[src/rtl/crypto_xor_stream.sv]
// -----------------------------------------------------------------------------
// crypto_xor_stream
//   AXI4-Stream payload cipher stage. Every byte past the first HDR_BYTES of a
//   packet is XORed with a 32-bit key. Key byte k covers payload offsets that
//   are congruent to k modulo 4, and key byte 0 is key[7:0]. The key and the
//   enable are captured once, when the first beat of each packet is read.
//   Input beats are buffered in a small fall-through FIFO. The master side is
//   fully registered and moves one beat per cycle.
//
// Optional build macro: CRYPTO_STATS_EN. When it is defined, the packet and
//   encrypted-byte counters are built. When it is not defined, both counter
//   ports are tied to 0.
//
// Ports
//   axis_aclk, axis_resetn   clock, asynchronous active-low reset
//   s_axis_*                 slave stream (tdata/tkeep/tuser/tvalid/tlast in,
//                            tready out)
//   m_axis_*                 registered master stream (tready in)
//   key, crypto_en           cipher key and per-packet enable, sampled at SOP
//   pkt_count                completed packets (CRYPTO_STATS_EN)
//   enc_byte_count           bytes actually XORed (CRYPTO_STATS_EN)
// -----------------------------------------------------------------------------
module crypto_xor_stream #(
   parameter int C_M_AXIS_DATA_WIDTH  = 256,
   parameter int C_S_AXIS_DATA_WIDTH  = 256,
   parameter int C_M_AXIS_TUSER_WIDTH = 128,
   parameter int C_S_AXIS_TUSER_WIDTH = 128,
   parameter int FIFO_DEPTH_BITS      = 2,
   parameter int HDR_BYTES            = 42
) (
   input  logic                              axis_aclk,
   input  logic                              axis_resetn,
   input  logic [C_S_AXIS_DATA_WIDTH-1:0]    s_axis_tdata,
   input  logic [C_S_AXIS_DATA_WIDTH/8-1:0]  s_axis_tkeep,
   input  logic [C_S_AXIS_TUSER_WIDTH-1:0]   s_axis_tuser,
   input  logic                              s_axis_tvalid,
   input  logic                              s_axis_tlast,
   output logic                              s_axis_tready,
   output logic [C_M_AXIS_DATA_WIDTH-1:0]    m_axis_tdata,
   output logic [C_M_AXIS_DATA_WIDTH/8-1:0]  m_axis_tkeep,
   output logic [C_M_AXIS_TUSER_WIDTH-1:0]   m_axis_tuser,
   output logic                              m_axis_tvalid,
   output logic                              m_axis_tlast,
   input  logic                              m_axis_tready,
   input  logic [31:0]                       key,
   input  logic                              crypto_en,
   output logic [31:0]                       pkt_count,
   output logic [31:0]                       enc_byte_count
);
   localparam int W     = C_M_AXIS_DATA_WIDTH;
   localparam int U     = C_M_AXIS_TUSER_WIDTH;
   localparam int KB    = W / 8;
   localparam int FW    = W + U + KB + 1;
   localparam int DEPTH = 1 << FIFO_DEPTH_BITS;
   localparam int MAXB  = (HDR_BYTES + KB - 1) / KB;
   localparam int BIW   = (MAXB > 0) ? $clog2(MAXB + 1) : 1;
   localparam int CW    = $clog2(KB + 1);

   localparam logic [FIFO_DEPTH_BITS:0]   CNT_ONE  = 1;
   localparam logic [FIFO_DEPTH_BITS:0]   CNT_NF   = (FIFO_DEPTH_BITS + 1)'(DEPTH - 1);
   localparam logic [FIFO_DEPTH_BITS-1:0] PTR_ONE  = 1;
   localparam logic [BIW-1:0]             BEAT_ONE = 1;
   localparam logic [BIW-1:0]             BEAT_MAX = BIW'(MAXB);

   typedef enum logic {ST_SOP = 1'b0, ST_MID = 1'b1} state_t;

   // ---------------- input fall-through FIFO ----------------
   logic [FW-1:0]              mem_q [DEPTH];
   logic [FIFO_DEPTH_BITS-1:0] wr_ptr_q, rd_ptr_q;
   logic [FIFO_DEPTH_BITS:0]   cnt_q, cnt_d;
   logic                       fifo_wr_en, fifo_rd_en, fifo_empty, nearly_full;
   logic [FW-1:0]              fifo_dout;
   logic                       m_tvalid_q;

   assign fifo_empty  = (cnt_q == '0);
   assign nearly_full = (cnt_q >= CNT_NF);
   // Gated by reset so the slave side never looks ready while in reset.
   assign s_axis_tready = axis_resetn & ~nearly_full;
   assign fifo_wr_en    = s_axis_tvalid & s_axis_tready;
   assign fifo_rd_en    = ~fifo_empty & (~m_tvalid_q | m_axis_tready);
   assign fifo_dout     = mem_q[rd_ptr_q];

   always_comb begin
      cnt_d = cnt_q;
      case ({fifo_wr_en, fifo_rd_en})
         2'b10:   cnt_d = cnt_q + CNT_ONE;
         2'b01:   cnt_d = cnt_q - CNT_ONE;
         default: cnt_d = cnt_q;
      endcase
   end

   // The storage has no reset. Only the pointers and the count are cleared.
   always_ff @(posedge axis_aclk) begin
      if (fifo_wr_en) mem_q[wr_ptr_q] <= {s_axis_tlast, s_axis_tkeep, s_axis_tuser, s_axis_tdata};
   end

   always_ff @(posedge axis_aclk or negedge axis_resetn) begin
      if (!axis_resetn) begin
         wr_ptr_q <= '0;
         rd_ptr_q <= '0;
         cnt_q    <= '0;
      end else begin
         if (fifo_wr_en) wr_ptr_q <= wr_ptr_q + PTR_ONE;
         if (fifo_rd_en) rd_ptr_q <= rd_ptr_q + PTR_ONE;
         cnt_q <= cnt_d;
      end
   end

   // ---------------- cipher datapath ----------------
   logic [W-1:0]  f_data;
   logic [U-1:0]  f_user;
   logic [KB-1:0] f_keep;
   logic          f_last;
   assign {f_last, f_keep, f_user, f_data} = fifo_dout;

   state_t         state_q;
   logic [BIW-1:0] beat_idx_q;
   logic [31:0]    key_q;
   logic           en_q;

   // A beat read in SOP is ciphered with the live key and enable, which are
   // captured on that same read.
   logic [31:0]   key_use;
   logic          en_use;
   logic [KB-1:0] xor_mask;
   logic [W-1:0]  xor_data;
   assign key_use = (state_q == ST_SOP) ? key : key_q;
   assign en_use  = (state_q == ST_SOP) ? crypto_en : en_q;

   // beat_idx saturates at the first beat that lies fully past the header.
   // From that beat on, every offset compares as payload.
   genvar gi;
   generate
      for (gi = 0; gi < KB; gi++) begin : g_byte
         logic [31:0] offset;
         assign offset = 32'(beat_idx_q) * 32'(KB) + 32'(gi);
         assign xor_mask[gi] = en_use & f_keep[gi] & (offset >= 32'(HDR_BYTES));
         assign xor_data[gi*8 +: 8] = f_data[gi*8 +: 8] ^ (key_use[(gi%4)*8 +: 8] & {8{xor_mask[gi]}});
      end
   endgenerate

   // ---------------- FSM + registered master output ----------------
   logic [W-1:0]  m_tdata_q;
   logic [KB-1:0] m_tkeep_q;
   logic [U-1:0]  m_tuser_q;
   logic          m_tlast_q;

   always_ff @(posedge axis_aclk or negedge axis_resetn) begin
      if (!axis_resetn) begin
         state_q    <= ST_SOP;
         beat_idx_q <= '0;
         key_q      <= '0;
         en_q       <= 1'b0;
         m_tvalid_q <= 1'b0;
         m_tlast_q  <= 1'b0;
         m_tdata_q  <= '0;
         m_tkeep_q  <= '0;
         m_tuser_q  <= '0;
      end else if (fifo_rd_en) begin
         m_tdata_q  <= xor_data;
         m_tkeep_q  <= f_keep;
         m_tuser_q  <= f_user;
         m_tlast_q  <= f_last;
         m_tvalid_q <= 1'b1;
         if (state_q == ST_SOP) begin
            key_q <= key;
            en_q  <= crypto_en;
         end
         state_q <= f_last ? ST_SOP : ST_MID;
         if (f_last)
            beat_idx_q <= '0;
         else if (beat_idx_q != BEAT_MAX)
            beat_idx_q <= beat_idx_q + BEAT_ONE;
      end else if (m_axis_tready) begin
         m_tvalid_q <= 1'b0;
      end
   end

   assign m_axis_tdata  = m_tdata_q;
   assign m_axis_tkeep  = m_tkeep_q;
   assign m_axis_tuser  = m_tuser_q;
   assign m_axis_tlast  = m_tlast_q;
   assign m_axis_tvalid = m_tvalid_q;

   // ---------------- statistics ----------------
`ifdef CRYPTO_STATS_EN
   logic [CW-1:0] xor_cnt;
   logic [CW-1:0] m_enc_q;   // XORed-byte count of the beat in the output register
   logic [31:0]   pkt_count_q, enc_byte_count_q;

   always_comb begin
      xor_cnt = '0;
      for (int i = 0; i < KB; i++) xor_cnt = xor_cnt + CW'(xor_mask[i]);
   end

   always_ff @(posedge axis_aclk or negedge axis_resetn) begin
      if (!axis_resetn) begin
         m_enc_q          <= '0;
         pkt_count_q      <= '0;
         enc_byte_count_q <= '0;
      end else begin
         if (fifo_rd_en) m_enc_q <= xor_cnt;
         if (m_tvalid_q && m_axis_tready) begin
            enc_byte_count_q <= enc_byte_count_q + 32'(m_enc_q);
            if (m_tlast_q) pkt_count_q <= pkt_count_q + 32'd1;
         end
      end
   end

   assign pkt_count      = pkt_count_q;
   assign enc_byte_count = enc_byte_count_q;
`else
   assign pkt_count      = '0;
   assign enc_byte_count = '0;
`endif

endmodule

[config.mk]
export PLATFORM = sky130hd
export DESIGN_NAME = crypto_xor_stream
export DESIGN_NICKNAME = d
export VERILOG_FILES = /design/src/rtl/crypto_xor_stream.sv
export SDC_FILE = /design/constraint.sdc
export NUM_CORES = 2
export LEC_CHECK = 0
export CAP_MARGIN = 20
export CELL_PAD_IN_SITES_DETAIL_PLACEMENT = 0
export CELL_PAD_IN_SITES_GLOBAL_PLACEMENT = 2
export CORE_MARGIN = 4
export CORE_UTILIZATION = 38
export DETAILED_ROUTE_END_ITERATION = 16
export PLACE_DENSITY = 0.82
export REMOVE_ABC_BUFFERS = 1
export SKIP_CTS_REPAIR_TIMING = 1
export SLEW_MARGIN = 10
export SYNTH_ARGS = -nofsm -noshare
export SYNTH_HDL_FRONTEND = slang
export SYNTH_SLANG_ARGS = --single-unit
[constraint.sdc]
create_clock -name axis_aclk -period 12.72 [get_ports axis_aclk]
set_clock_uncertainty 0.05 [all_clocks]
set_input_delay 2.544 -clock axis_aclk [delete_from_list [all_inputs] [get_ports axis_aclk]]
set_output_delay 2.544 -clock axis_aclk [all_outputs]
set_load 0.01 [all_outputs]
; ---- Word level (Yosys, flattened, before mapping)
; Memory sizes are Yosys's and may differ from the RTL's.
; Index checks and enable logic that the tools add are counted.
[word_totals]
ramBits = 1668
memories = 1
register_bits = 461
inputBits = 454
[mem_list]
columns = name, words, width, read_ports, rd_ports_with_merged_regs, wr, line_no
row1 = mem_q, 4, 417, 1, 0, 1, 68  ; logic [FW-1:0] mem_q [DEPTH];
[op_classes]
reduce_logical = 5
addsub = 36
n_mux = 10
n_eq_ne = 3
bitwise_logic = 135
order_cmp = 33
[ops]
columns = cell, n
row1 = bitwise AND 8 bit, 32
row2 = XOR 8 bit, 32
row3 = >= comparator 8 x 6 -> 1 bit (second input constant), 31
row4 = adder 7 x 5 -> 8 bit (second input constant), 16
row5 = bitwise AND 1 bit, 67
row6 = adder 7 x 4 -> 8 bit (second input constant), 8
row7 = adder 7 x 3 -> 8 bit (second input constant), 4
row8 = two-way mux 32 bit, 1
row9 = adder 7 x 2 -> 8 bit (second input constant), 2
row10 = adder 7 x 1 -> 8 bit (second input constant), 1
row11 = >= comparator 7 x 6 -> 1 bit (second input constant), 1
row12 = adder 2 x 1 -> 2 bit (second input constant), 3
row13 = two-way mux 1 bit, 6
row14 = case mux 3 bit (2 select lines), 1
row15 = nonzero test 2 bit, 3
row16 = two-way mux 2 bit, 2
row17 = adder 3 x 1 -> 3 bit (second input constant), 1
row18 = >= comparator 3 x 2 -> 1 bit (second input constant), 1
row19 = zero test 3 bit, 1
row20 = NOT 1 bit, 3
row21 = subtractor 3 x 1 -> 3 bit (second input constant), 1
row22 = == test 2 x 1 -> 1 bit (second input constant), 1
row23 = == test 2 bit (second input constant), 1
row24 = inequality test 2 bit (second input constant), 1
row25 = other kinds (2), 2

; ---- Depth between registers and ports, before layout
[logic_depth]
ltp_word = 6
ltp_mapped = 13
depth_no_buf = 10

; ---- Worst setup path after synthesis
; OpenSTA, ideal clock, no wires.
[synth_path]
path_kind = input -> register
startpoint = input axis_resetn
endpoint = memory mem_q[0][0] in the netlist's numbering, enable pin
setup_ns = 0.839
arrival_time_ns = 12.731
setup_slack_ns = -0.900
stages = 3
path_cell_list = inv_1 -> a211oi_1 -> and3_1
[synth_between]
elab_chain_len = 4
[synth_lines]
columns = item, line_no
row1 = start: declaration, 32  ; input logic axis_resetn,
row2 = bitwise AND 1 bit, 78  ; assign s_axis_tready = axis_resetn & ~nearly_full;
row3 = via s_axis_tready, 38  ; output logic s_axis_tready,
row4 = bitwise AND 1 bit, 79  ; assign fifo_wr_en = s_axis_tvalid & s_axis_tready;
row5 = two-way mux 1 bit, 94  ; if (fifo_wr_en) mem_q[wr_ptr_q] <= {s_axis_tlast, s_axis_tkeep, s_axis_tuser, s_axis_tdata};
row6 = two-way mux 1 bit (not written as such), 94
row7 = end: declaration, 68
; The timed path passes the listed nets, and every way through them passes these cells.

; ---- Final worst setup path
[layout_path]
startpoint = input axis_resetn
endpoint = output s_axis_tready
[layout_between]
elab_chain_len = 1
[layout_lines]
columns = item, line_no
row1 = bitwise AND 1 bit, 78
row2 = end: declaration, 38
; No other way between the ends.

==> reports/metrics.csv <==
metric,value,unit
status,completed,
Max-slew headroom,0.251,
top_reg_cell synth,edfxtp_1,
pre-CTS setup slack,5.54,ns
number of detailed-route iterations in the first pass,5,
area delta synth->final,22.9,%
final hold viol count,0,
YS warnings,0,
Worst setup EP type,output port,
Area contributors post-synth,"edfxtp_1, dfrtp_1, mux4_2",
global-route wire length before repair,325000,um
worst r2r dst,mem_q[3][232],
GRT Util Overall,0.199,
RR Startpoint,cnt_q[0],
Gate Count Post-Synth,4611,
GRT overflow,0,
layout cells sized above 1,0.152,
pin count of the biggest net entering global routing,162,
Finish-stage setup viols,0,
Pwr Density,230,nW/um2
crit start category,input pin,
Setup TNS Final,0,ns
worst hold path class,reg -> reg,
sequential-to-total area share from yosys stat,0.747,
nets,5920,
Worst-path clk slew,0.06,ns
initial antenna violation count,91,
Core ar.,215000,um2
Worst Tran Pin Value,1.12,ns
"Core Util, Final",0.471,
critical setup path kind,in -> out,
worst endpoint required time,10.13,ns
R2R setup slack,8.32,ns
Hold Path Sink,m_axis_tkeep[10],
Lkg Pwr,34.9,nW
async set-reset flop share out of synthesis,0.217,
drt drc,0,
Clock Tree Buf Depth,3,
cell area after synthesis,82500,um2
worst skew pair latency,0.86,ns
most common cell in the netlist,edfxtp_1,
Syn Area/Cell,17.9,um2
antenna-violating nets left,0,
arrival time worst endpoint,4.62,ns
Die H,474,um
final WL,226000,um
Row Count,170,
reg2reg path depth,4,
worst hold slack,0.423,ns
Tcrit/Tclk final,0.567,
"non-filler cells, final",8548,
Initial Utilization,0.383,
Placer Congestion,0.777,
worst hold start,m_axis_tkeep[10],
max-cap check violation count,0,
fill count,18080,
io pins,937,
"top cells by count, synth","edfxtp_1, nand2_1, dfrtp_1",
Post-synth EDFFs,1668,
H-tree levels,4,
f_max,139,MHz
post-route minimum period,7.21,ns
IO buf count,872,
Via density,5.18,
Inserted Clock Buffers,216,
Synth cell types,35,
Worst Path Max Fanout,54,
Seq cells post-synth,2129,
Peak VDD IR,0.158,mV
vias in the first global route,45268,
Hold Crit Depth,2,
Die W,474,um
DR WL/cell,26.4,um
Synth top area share,0.607,
Sinks on Clock Net,2129,
Vias,44298,
Die Area,225000,um2
CTS root buf,clkbuf_16,
RSZ-0062 raised after global routing,no,
CTS tree,yes,
DRT iter0 DRCs,3731,
largest area contributor in the netlist,edfxtp_1,
Cells after DPL,8078,
Final Max Slew Viols,0,
Detail Placement HPWL,144000,um
Final WS setup,5.51,ns
==> report_power, final <==
group	total (W)	internal, W	switching (W)
registers	0.00944	0.00866	0.000779
clock network	0.00653	0.00380	0.00274
logic	0.00736	0.00328	0.00407
total	0.0233	0.0157	0.00759
==> worst max path at each step <==
| stage | startpoint | to | slack (ns) | cells after the start |
|---|---|---|---|---|
| final | axis_resetn | s_axis_tready | 5.51 | 4 |
| after global routing | axis_resetn | s_axis_tready | 5.41 | 4 |
| after CTS | axis_resetn | s_axis_tready | 5.52 | 4 |
| after detailed placement | axis_resetn | s_axis_tready | 5.54 | 4 |
| after global placement | axis_resetn | s_axis_tready | 5.54 | 4 |
| after floorplan | m_axis_tready | cnt_q[2] | -5.76 | 9 |
==> final cells by class <==
type                            count  area (um2)  area share
Sequential cell                  2129       61600       0.608
Timing Repair Buffer              930        9390      0.0926
Tap cell                         2838        3550      0.0350
Clock buffer                      287        5930      0.0585
Clock inverter                    126        1540      0.0152
Inverter                           13        61.3    0.000604
Antenna cell                       57         143     0.00141
Multi-Input combinational cell   2168       19200       0.189
==> cell families after synthesis <==
kind of cell | count (synthesis) | share of synthesized area
compound gates | 485 | 0.0363
xor+xnor | 262 | 0.0278
fa+ha+maj | 8 | 0.00130
buf+inv | 377 | 0.0243
flops | 2129 | 0.747
mux | 454 | 0.119
other cells | 1 | 0.0000454
simple gates | 895 | 0.0449
==> critical path, stage by stage <==
cell,delay [ns]
buf_8,0.37
inv_1,0.13
a211oi_1,0.78
clkdlybuf4s50_1,0.74
==> through the flow <==
step | instance area, um2 | total power [W]
after detailed placement | 93800 | 0.0171
after CTS | 101000 | 0.0237
final | 101000 | 0.0233
after floorplan | 80800 | 0.0150
after global routing | 101000 | 0.0245
after global placement | 93800 | 0.0170
==> routing by layer <==
| layer | global-route usage | wire length, um | vias to the layer above | share of wire |
|---|---|---|---|---|
| met2 | 0.316 | 107000 | 1610 | 0.47 |
| li1 | - | - | 19345 | - |
| met5 | 0 | 461 | - | 0.0020 |
| met4 | 0.0638 | 6740 | 68 | 0.030 |
| met1 | 0.256 | 90300 | 22907 | 0.40 |
| met3 | 0.0701 | 21600 | 368 | 0.096 |
==> layout by cell type, fill, tap and decap left out, drive strengths merged, types with 2 or more instances in the layout <==
cell           count
and3              36
inv               21
bufinv            24
edfxtp          1668
buf               60
xnor2              4
o21ai            257
clkinv            80
o211ai           224
ha                 7
diode             57
clkdlybuf4s50    870
xor2             258
and3b             32
nor2               2
dfrtp            461
clkinvlp          14
nor3               2
mux2              36
conb              64
nand2            790
clkbuf           287
nand4             32
mux4             417
==> state kept, by name, summed over array words and instances (netlist names) <==
register and cells:
m_axis_tvalid 1, wr_ptr_q 2, beat_idx_q 2, key_q 32
rd_ptr_q 2, mem_q 1668, m_axis_tuser 128, en_q 1
m_axis_tdata 256, m_axis_tkeep 32, cnt_q 3, state_q 1
m_axis_tlast 1
(Power assumes the default switching activity.)
